<file path="config.mk">
export PLATFORM = sky130hd
export DESIGN_NAME = spike_pulse_shaper
export DESIGN_NICKNAME = d
export VERILOG_FILES = /design/src/rtl/spike_pulse_shaper.sv
export SDC_FILE = /design/constraint.sdc
export NUM_CORES = 1
export LEC_CHECK = 0
export BUFFER_PORTS_ARGS = -buffer_cell sky130_fd_sc_hd__buf_2
export CORE_ASPECT_RATIO = 1.5
export CORE_MARGIN = 2
export CORE_UTILIZATION = 50
export CTS_BUF_LIST = sky130_fd_sc_hd__clkbuf_8
export CTS_CLUSTER_DIAMETER = 50
export DETAILED_ROUTE_END_ITERATION = 10
export PLACE_DENSITY = 0.7
export REMOVE_ABC_BUFFERS = 1
export SLEW_MARGIN = 25
export SYNTH_ARGS = -nofsm -noshare
export SYNTH_HDL_FRONTEND = slang
export SYNTH_SLANG_ARGS = --single-unit
</file>
<file path="constraint.sdc">
create_clock -name clk -period 9 [get_ports clk]
set_input_delay 0.45 -clock clk [delete_from_list [all_inputs] [get_ports clk]]
set_output_delay 0.45 -clock clk [all_outputs]
set_load 0.05 [all_outputs]
</file>
<file path="src/rtl/spike_pulse_shaper.sv">
// spike_pulse_shaper
//   Turns rising edges on each FiredIn channel into a fixed-width output pulse
//   of PW_CYC cycles. Each pulse is followed by a refractory period of
//   REFR_CYC cycles. Edges that arrive while a channel is busy are counted as
//   drops.
//
// Ports
//   clk       system clock
//   reset     synchronous, active-high reset
//   FiredIn   per-channel firing levels from the SPI spike driver
//   ClrCnt    synchronous clear of DropCnt / EvtCnt
//   PulseOut  shaped pulses, one bit per channel (registered)
//   Active    OR of PulseOut (registered, aligned with PulseOut)
//   DropCnt   saturating count of dropped edges
//   EvtCnt    saturating count of accepted edges
//
// Build option
//   SPIKE_PULSE_EVTCNT_EN  enables the accepted-edge counter. When it is not
//                          defined, EvtCnt is tied to zero.
//
// Per-channel FSM
//   state | meaning
//   IDLE  | armed, waiting for a rising edge
//   PULSE | driving PulseOut high, cnt counts down the pulse width
//   REFR  | refractory, cnt counts down, edges are dropped

module spike_pulse_shaper #(
    parameter int SZPFIRED = 32,
    parameter int PW_CYC   = 50,
    parameter int REFR_CYC = 100,
    parameter int CNTW     = 8
) (
    input  logic                clk,
    input  logic                reset,
    input  logic [SZPFIRED-1:0] FiredIn,
    input  logic                ClrCnt,
    output logic [SZPFIRED-1:0] PulseOut,
    output logic                Active,
    output logic [15:0]         DropCnt,
    output logic [15:0]         EvtCnt
);

    typedef enum logic [1:0] {
        IDLE  = 2'd0,
        PULSE = 2'd1,
        REFR  = 2'd2
    } state_t;

    localparam int PCW = $clog2(SZPFIRED + 1);
    localparam logic [CNTW-1:0] PW_LOAD   = CNTW'(PW_CYC - 1);
    localparam logic [CNTW-1:0] REFR_LOAD = (REFR_CYC > 0) ? CNTW'(REFR_CYC - 1) : '0;

    state_t [SZPFIRED-1:0]           state, state_nxt;
    logic   [SZPFIRED-1:0][CNTW-1:0] cnt, cnt_nxt;
    logic   [SZPFIRED-1:0]           prev, edge_det, drop, pulse_nxt;

    function automatic logic [PCW-1:0] popcount(input logic [SZPFIRED-1:0] v);
        logic [PCW-1:0] n;
        n = '0;
        for (int i = 0; i < SZPFIRED; i++) begin
            n = n + PCW'(v[i]);
        end
        return n;
    endfunction

    function automatic logic [15:0] sat_add(input logic [15:0] a, input logic [PCW-1:0] b);
        logic [16:0] s;
        s = {1'b0, a} + 17'(b);
        return s[16] ? 16'hFFFF : s[15:0];
    endfunction

`ifdef SPIKE_PULSE_EVTCNT_EN
    logic [SZPFIRED-1:0] accept;
`endif

    always_comb begin
        edge_det  = FiredIn & ~prev;
        state_nxt = state;
        cnt_nxt   = cnt;
        drop      = '0;
        pulse_nxt = '0;
`ifdef SPIKE_PULSE_EVTCNT_EN
        accept    = '0;
`endif
        for (int i = 0; i < SZPFIRED; i++) begin
            case (state[i])
                IDLE: begin
                    if (edge_det[i]) begin
                        state_nxt[i] = PULSE;
                        cnt_nxt[i]   = PW_LOAD;
`ifdef SPIKE_PULSE_EVTCNT_EN
                        accept[i]    = 1'b1;
`endif
                    end
                end
                PULSE: begin
                    drop[i] = edge_det[i];
                    if (cnt[i] == '0) begin
                        if (REFR_CYC == 0) begin
                            state_nxt[i] = IDLE;
                            cnt_nxt[i]   = '0;
                        end else begin
                            state_nxt[i] = REFR;
                            cnt_nxt[i]   = REFR_LOAD;
                        end
                    end else begin
                        cnt_nxt[i] = cnt[i] - 1'b1;
                    end
                end
                REFR: begin
                    // an edge on the final refractory cycle is still a drop
                    drop[i] = edge_det[i];
                    if (cnt[i] == '0) begin
                        state_nxt[i] = IDLE;
                    end else begin
                        cnt_nxt[i] = cnt[i] - 1'b1;
                    end
                end
                default: begin
                    state_nxt[i] = IDLE;
                    cnt_nxt[i]   = '0;
                end
            endcase
            pulse_nxt[i] = (state_nxt[i] == PULSE);
        end
    end

    always_ff @(posedge clk) begin
        // prev tracks FiredIn through reset so lines already high at release do not fire
        prev <= FiredIn;
        if (reset) begin
            for (int i = 0; i < SZPFIRED; i++) begin
                state[i] <= IDLE;
            end
            cnt      <= '0;
            PulseOut <= '0;
            Active   <= 1'b0;
            DropCnt  <= '0;
        end else begin
            state    <= state_nxt;
            cnt      <= cnt_nxt;
            PulseOut <= pulse_nxt;
            Active   <= |pulse_nxt;
            DropCnt  <= ClrCnt ? 16'h0000 : sat_add(DropCnt, popcount(drop));
        end
    end

`ifdef SPIKE_PULSE_EVTCNT_EN
    always_ff @(posedge clk) begin
        if (reset || ClrCnt) begin
            EvtCnt <= '0;
        end else begin
            EvtCnt <= sat_add(EvtCnt, popcount(accept));
        end
    end
`else
    assign EvtCnt = 16'h0000;
`endif

endmodule

</file>
==> flow_summary.json, run 1 <==
{
  "cts_root_buffer": "clkbuf_8",
  "io_buffers": 83,
  "syn_avg_cell_area_sq_um": 8.10,
  "clk_path_buf_depth": 3,
  "rr_startpoint": "state[8]",
  "hold_viol": 0,
  "power.share.clock_pct": 27.3,
  "synth-simple-area-share_pct": 24.3,
  "htree_levels": 3,
  "dieWidth_microns": 182,
  "synthAdderAreaFrac_pct": 12.4,
  "crit-reg2reg-capture": "DropCnt[4]",
  "status": "finished, final reports clean",
  "period_minus_slack_ps": 7100,
  "critical_path_arrival_ps": 7600,
  "synth_compound_area_share_pct": 20.5,
  "overflow": 0,
  "drc": 0,
  "crit_required_ps": 9510,
  "max_freq_mhz": 141,
  "synthDistinctLibCells": 77,
  "synth-seq-cells": 401,
  "power_density_nw_per_um2": 242,
  "cp_max_fo": 13,
  "clk_pin_slew_ps": 60,
  "end_kind": "register",
  "die_h_microns": 271,
  "syn2layout_area_growth_pct": 11.5,
  "setup_tns_ps": 0,
  "via_per_inst": 5.75,
  "clock_sinks": 401,
  "critPathLaunchType": "register",
  "grt_pass1_vias": 20700,
  "hp-class": "in -> reg",
  "hp-start": "reset",
  "hold_path_depth": 2,
  "slew_headroom_pct": 36.4,
  "cts_buffers": 70,
  "antenna_found_initial": 3,
  "worst_pin_slew_ps": 955,
  "synth_top_family_by_area": "simple AND/OR/NAND/NOR gates",
  "cts_resized": 0,
  "peakVddDrop_mv": 0.120,
  "final_layout_size_suffix_gt1_share_pct": 7.76,
  "grt_max_degree": 192,
  "drv_cap": 0,
  "dieArea_sq_um": 49200,
  "finalCritPeriodShare_pct": 78.9,
  "power.total_mw": 6.40,
  "rows": 97,
  "switching_share_pct": 38.7,
  "skew_ps": 26.5,
  "ff2ff_path_depth": 20,
  "postSynthCellCount": 2928,
  "insertion_delay_ps": 660,
  "vias": 21300,
  "setup_viol": 0,
  "start_util_pct": 50.8,
  "synth-edff-count": 0,
  "wirelength_microns": 55400,
  "ys_seq_area_share_pct": 33.8,
  "fin_nets": 3308,
  "p_switching_mw": 2.48,
  "yosys-top-cells-count": "401 x dfxtp_1, 337 x nor2_1, 319 x a21oi_1",
  "drtIter0Drc": 1155,
  "synth_flop_cell": "dfxtp_1",
  "synth_top_area_share_pct": 33.8,
  "pin_count": 100,
  "rrSetupSlack_ps": 1900,
  "hold_path_end": "cnt[133]",
  "ys_warn_count": 0,
  "gp_congestion": 0.869,
  "internal_power_mw": 3.93,
  "power_frac_seq_pct": 35.8,
  "finish.utilization_pct": 56.6,
  "grtUsageTotal_pct": 22.3,
  "hpwl_microns": 40300,
  "ant_nets": 0,
  "muxShareOfSynthArea_pct": 0,
  "grt_pass1_wl_microns": 94000,
  "async_flop_share_pct": 0,
  "rsz0062_at_grt": "false",
  "wire_per_inst_microns": 15.0,
  "slew_viol_final": 0,
  "synthXorXnorAreaFrac_pct": 4.47,
  "core_area_sq_um": 46700,
  "p_leak_nw": 10.8,
  "drtPass1Iterations": 7,
  "netlist_area_sq_um": 23700,
  "synth_top_area_cell": "dfxtp_1",
  "cts_tree": "yes",
  "critical_path_class": "reg -> reg",
  "ys_top_cells_by_area": "dfxtp_1 34%, ha_1 10%, a21oi_1 6.7%",
  "synth_most_common_cell": "dfxtp_1",
  "power_frac_comb_pct": 36.9
}
[worst max-delay path, cell delays in order, from the launching register on]
cell and delay (ps):
dfxtp_1 380, inv_1 80, ha_1 280, and3_1 200, fa_1 600, inv_1 100
fa_1 470, fa_1 520, fa_1 520, fa_1 540, inv_1 50, fa_1 510
fa_1 470, fa_1 420, a21o_1 180, a21oi_1 230, nor2b_1 90, o21ai_0 580
nor2_1 160, nand3_1 430, a21oi_1 120
[cells by family after synthesis]
group,after synthesis
AO/OA/AOI/OAI,802
AND/OR/NAND/NOR,1114
buffers and inverters,270
flip-flops,401
XOR/XNOR,121
adder cells (fa/ha/maj),219
other,1
[how the worst max path moves through the flow]
| stage | from | end | cells past startpoint |
|---|---|---|---|
| finish | state[8] | DropCnt[4] | 20 |
| global route | state[1] | DropCnt[5] | 20 |
| CTS | state[8] | DropCnt[7] | 20 |
| detailed placement | FiredIn[8] | DropCnt[13] | 20 |
| global placement | FiredIn[8] | DropCnt[13] | 20 |
| floorplan | state[1] | DropCnt[13] | 20 |
[state kept, by name, indices dropped and copies added (netlist names)]
register	flops
Active	1
prev	32
DropCnt	16
cnt	256
PulseOut	32
state	64
[cell usage in the layout (no fill, tap or decap), types with 9 or more instances in the layout]
cell type      instances
nor4_1                80
nor3_1               115
fa_1                  26
or4_1                 13
o21bai_1              13
clkbuf_8              95
or3_1                 36
conb_1                16
nand4b_1              10
a211oi_1              23
dfxtp_1              401
a221oi_1              18
a2111oi_0             10
nand2b_1              38
a21o_1                54
a21oi_1              319
dlygate4sd3_1         32
inv_1                204
nand2_1              201
nand3b_1              28
and3_1                14
nor4b_1               16
nor2_1               337
a21boi_0              21
nor2b_1               57
and2_1                32
o211ai_1              16
nand4_1               12
or2_2                  9
nor3b_1               35
o21ai_0              178
o22ai_1               17
ha_1                 193
o21a_1                17
buf_2                 82
nand3_1               49
xor2_1                61
xnor2_1               60
a31oi_1               42
a32o_1                12
[per-layer routing]
layer,track usage (%),share of wire [%]
met5,0,0
met4,11.4,4.0
met3,3.54,4.6
met2,41.2,51
met1,24.5,41
[layout make-up]
class / instances / area, sq um
fillers: 4250 / 20300
multi-input cells: 2272 / 14700
flip-flops and latches: 401 / 8030
clock buffers: 95 / 1310
repair buffers: 119 / 788
well taps: 594 / 743
inverters: 190 / 713
clock inverters: 29 / 169
diodes: 3 / 7.51
[per-stage QoR]
stage | hold WS, ps | setup slack [ps] | area (sq um) | std cells
after floorplan | 446 | 2610 | 23400 | 2863
after global placement | 468 | 2060 | 24600 | 3544
after detailed placement | 466 | 1880 | 24600 | 3544
after CTS | 142 | 1900 | 26400 | 3700
after global routing | 201 | 1540 | 26400 | 3703
final | 176 | 1900 | 26400 | 3703
[power by group through the flow]
stage	registers [mW]	logic, mW	clock network [mW]
finish	2.29	2.36	1.75
global route	2.33	2.67	1.89
CTS	2.29	2.35	1.81
detailed placement	2.32	2.33	0
global placement	2.31	2.26	0
floorplan	2.35	1.76	0
[what timing repair did]
| action | CTS | global route |
|---|---|---|
| hold endpoints to repair | 32 | 0 |
| setup buffers | 0 | 0 |
| hold buffers | 32 | 0 |
| setup endpoints to repair | 0 | 0 |
No activity file was read; power rests on OpenSTA's default activity.
==> inputs of run 2 (changes only) <==
==> constraint.sdc (replaced) <==
create_clock -name clk -period 7.25 [get_ports clk]
set_input_delay 0.3625 -clock clk [delete_from_list [all_inputs] [get_ports clk]]
set_output_delay 0.3625 -clock clk [all_outputs]
set_load 0.05 [all_outputs]
==> run 2 against run 1 <==
Fmax rose by 5.7%. Global-route usage rose by 0.22 points. Clock skew fell by 3.3 ps. Critical endpoint is now DropCnt[13]. Core utilization fell by 0.29 points. First-iteration DRC count fell by 4.9%. Routed wire length rose by 0.69%. Die area did not move.
==> flow_summary.json, run 2 (same netlist as run 1, synthesis figures left out) <==
{
  "critical_path_arrival_ps": 7220,
  "gp_congestion": 0.883,
  "via_per_inst": 5.78,
  "cts_hold_buf": 32,
  "finalCritPeriodShare_pct": 92.6,
  "syn2layout_area_growth_pct": 10.9,
  "largestRegisters": "cnt (256), state (64)",
  "clk_pin_slew_ps": 60,
  "hpwl_microns": 40200,
  "cts_resized": 0,
  "fin_nets": 3305,
  "start_util_pct": 50.8,
  "drtPass1Iterations": 5,
  "cts_setup_buffers": 0,
  "largest_reg_flops": 256,
  "final_layout_size_suffix_gt1_share_pct": 7.39,
  "core_area_sq_um": 46700,
  "peakVddDrop_mv": 0.153,
  "cts_tree": "yes",
  "rsz0062_at_grt": "false",
  "grtUsageTotal_pct": 22.5,
  "power_density_nw_per_um2": 298,
  "dieArea_sq_um": 49200,
  "drtIter0Drc": 1098,
  "max_freq_mhz": 149,
  "hold_viol": 0,
  "die_h_microns": 271,
  "period_minus_slack_ps": 6710,
  "worst_pin_slew_ps": 1060,
  "cts_buffers": 68,
  "insertion_delay_ps": 650,
  "cts_root_buffer": "clkbuf_8",
  "ant_nets": 0,
  "crit_required_ps": 7760,
  "htree_levels": 3,
  "wirelength_microns": 55800,
  "clk_path_buf_depth": 3,
  "setup_tns_ps": 0,
  "grt_max_degree": 173,
  "wire_per_inst_microns": 15.1,
  "critPathLaunchType": "register",
  "hp-class": "in -> reg",
  "status": "finished, final reports clean",
  "setup_viol": 0,
  "skew_ps": 23.2,
  "slew_viol_final": 0,
  "final_common_cell": "dfxtp_1",
  "rows": 97,
  "final_cell_mix": "401 x dfxtp_1, 337 x nor2_1, 319 x a21oi_1, 209 x inv_1, 201 x nand2_1",
  "dieWidth_microns": 182,
  "clock_sinks": 401,
  "io_buffers": 83,
  "cp_max_fo": 13,
  "grt_pass1_vias": 21100,
  "pin_count": 100,
  "antenna_found_initial": 1,
  "p_leak_nw": 10.7,
  "vias": 21400,
  "critical_path_class": "reg -> reg",
  "drv_cap": 0,
  "drc": 0,
  "grt_pass1_wl_microns": 95000,
  "slew_headroom_pct": 27.2,
  "overflow": 0,
  "hold_ws_ps": 143,
  "top_register": "cnt",
  "end_kind": "register"
}
## run 2: cell types whose count changed in the layout (fill, tap and decap cells not counted), sizes merged
| cell | before | now |
|---|---|---|
| clkinvlp | 5 | 6 |
| bufinv | 1 | 2 |
| diode | 3 | 1 |
| inv | 204 | 209 |
| clkbuf | 95 | 82 |
| clkinv | 9 | 8 |
| buf | 87 | 86 |
## run 2: path summary, 6_finish.rpt
check	endpoint	slack, ps	startpoint	cells after the start
setup reg to reg	DropCnt[13]	540	state[12]	21
hold reg to reg	cnt[36]	490	cnt[36]	2
setup / recovery	DropCnt[13]	540	state[12]	21
hold / removal	cnt[128]	140	reset	2
## run 2: through the flow
step	power, mW	utilization (%)	setup WS, ps	instance area [sq um]	instances
after floorplan	5.10	-	857	23400	2863
after global placement	5.67	52.7	655	24600	3543
after detailed placement	5.77	52.7	526	24600	3543
after CTS	7.89	56.3	518	26300	3692
after global routing	8.44	56.3	121	26300	3693
final	7.84	56.3	536	26300	3693
## run 2: final cells by class
cell class | instances | area [sq um]
Fill cell | 4257 | 20400
Multi-Input combinational cell | 2272 | 14700
Sequential cell | 401 | 8030
Clock buffer | 82 | 1130
Timing Repair Buffer | 118 | 781
Tap cell | 594 | 743
Inverter | 190 | 713
Clock inverter | 35 | 220
Antenna cell | 1 | 2.50
## run 2: per-layer routing
layer  vias up  routed length, microns  global-route usage, %
li1      10700                       -                      -
met3       112                    2240                   3.28
met2       483                   28700                   42.2
met5         -                       0                      0
met1     10100                   23100                   24.9
met4         0                    1720                   10.3
## run 2: power breakdown
part / switching, mW / leakage (nW) / internal, mW
clock network: 0.957 / 0.751 / 1.10
logic: 1.80 / 6.69 / 1.14
registers: 0.325 / 3.29 / 2.52
## run 2: worst max-delay path, stage by stage, from the launching register on
cell,delay (ps)
dfxtp_1,380
inv_1,90
ha_1,300
and3_1,210
fa_1,560
inv_1,90
fa_1,470
fa_1,520
fa_1,520
fa_1,550
inv_1,60
fa_1,510
fa_1,470
fa_1,420
a21o_1,180
a21oi_1,240
nor2b_1,90
o21ai_0,170
buf_4,160
nor2_1,60
nand3_1,380
a31oi_1,150
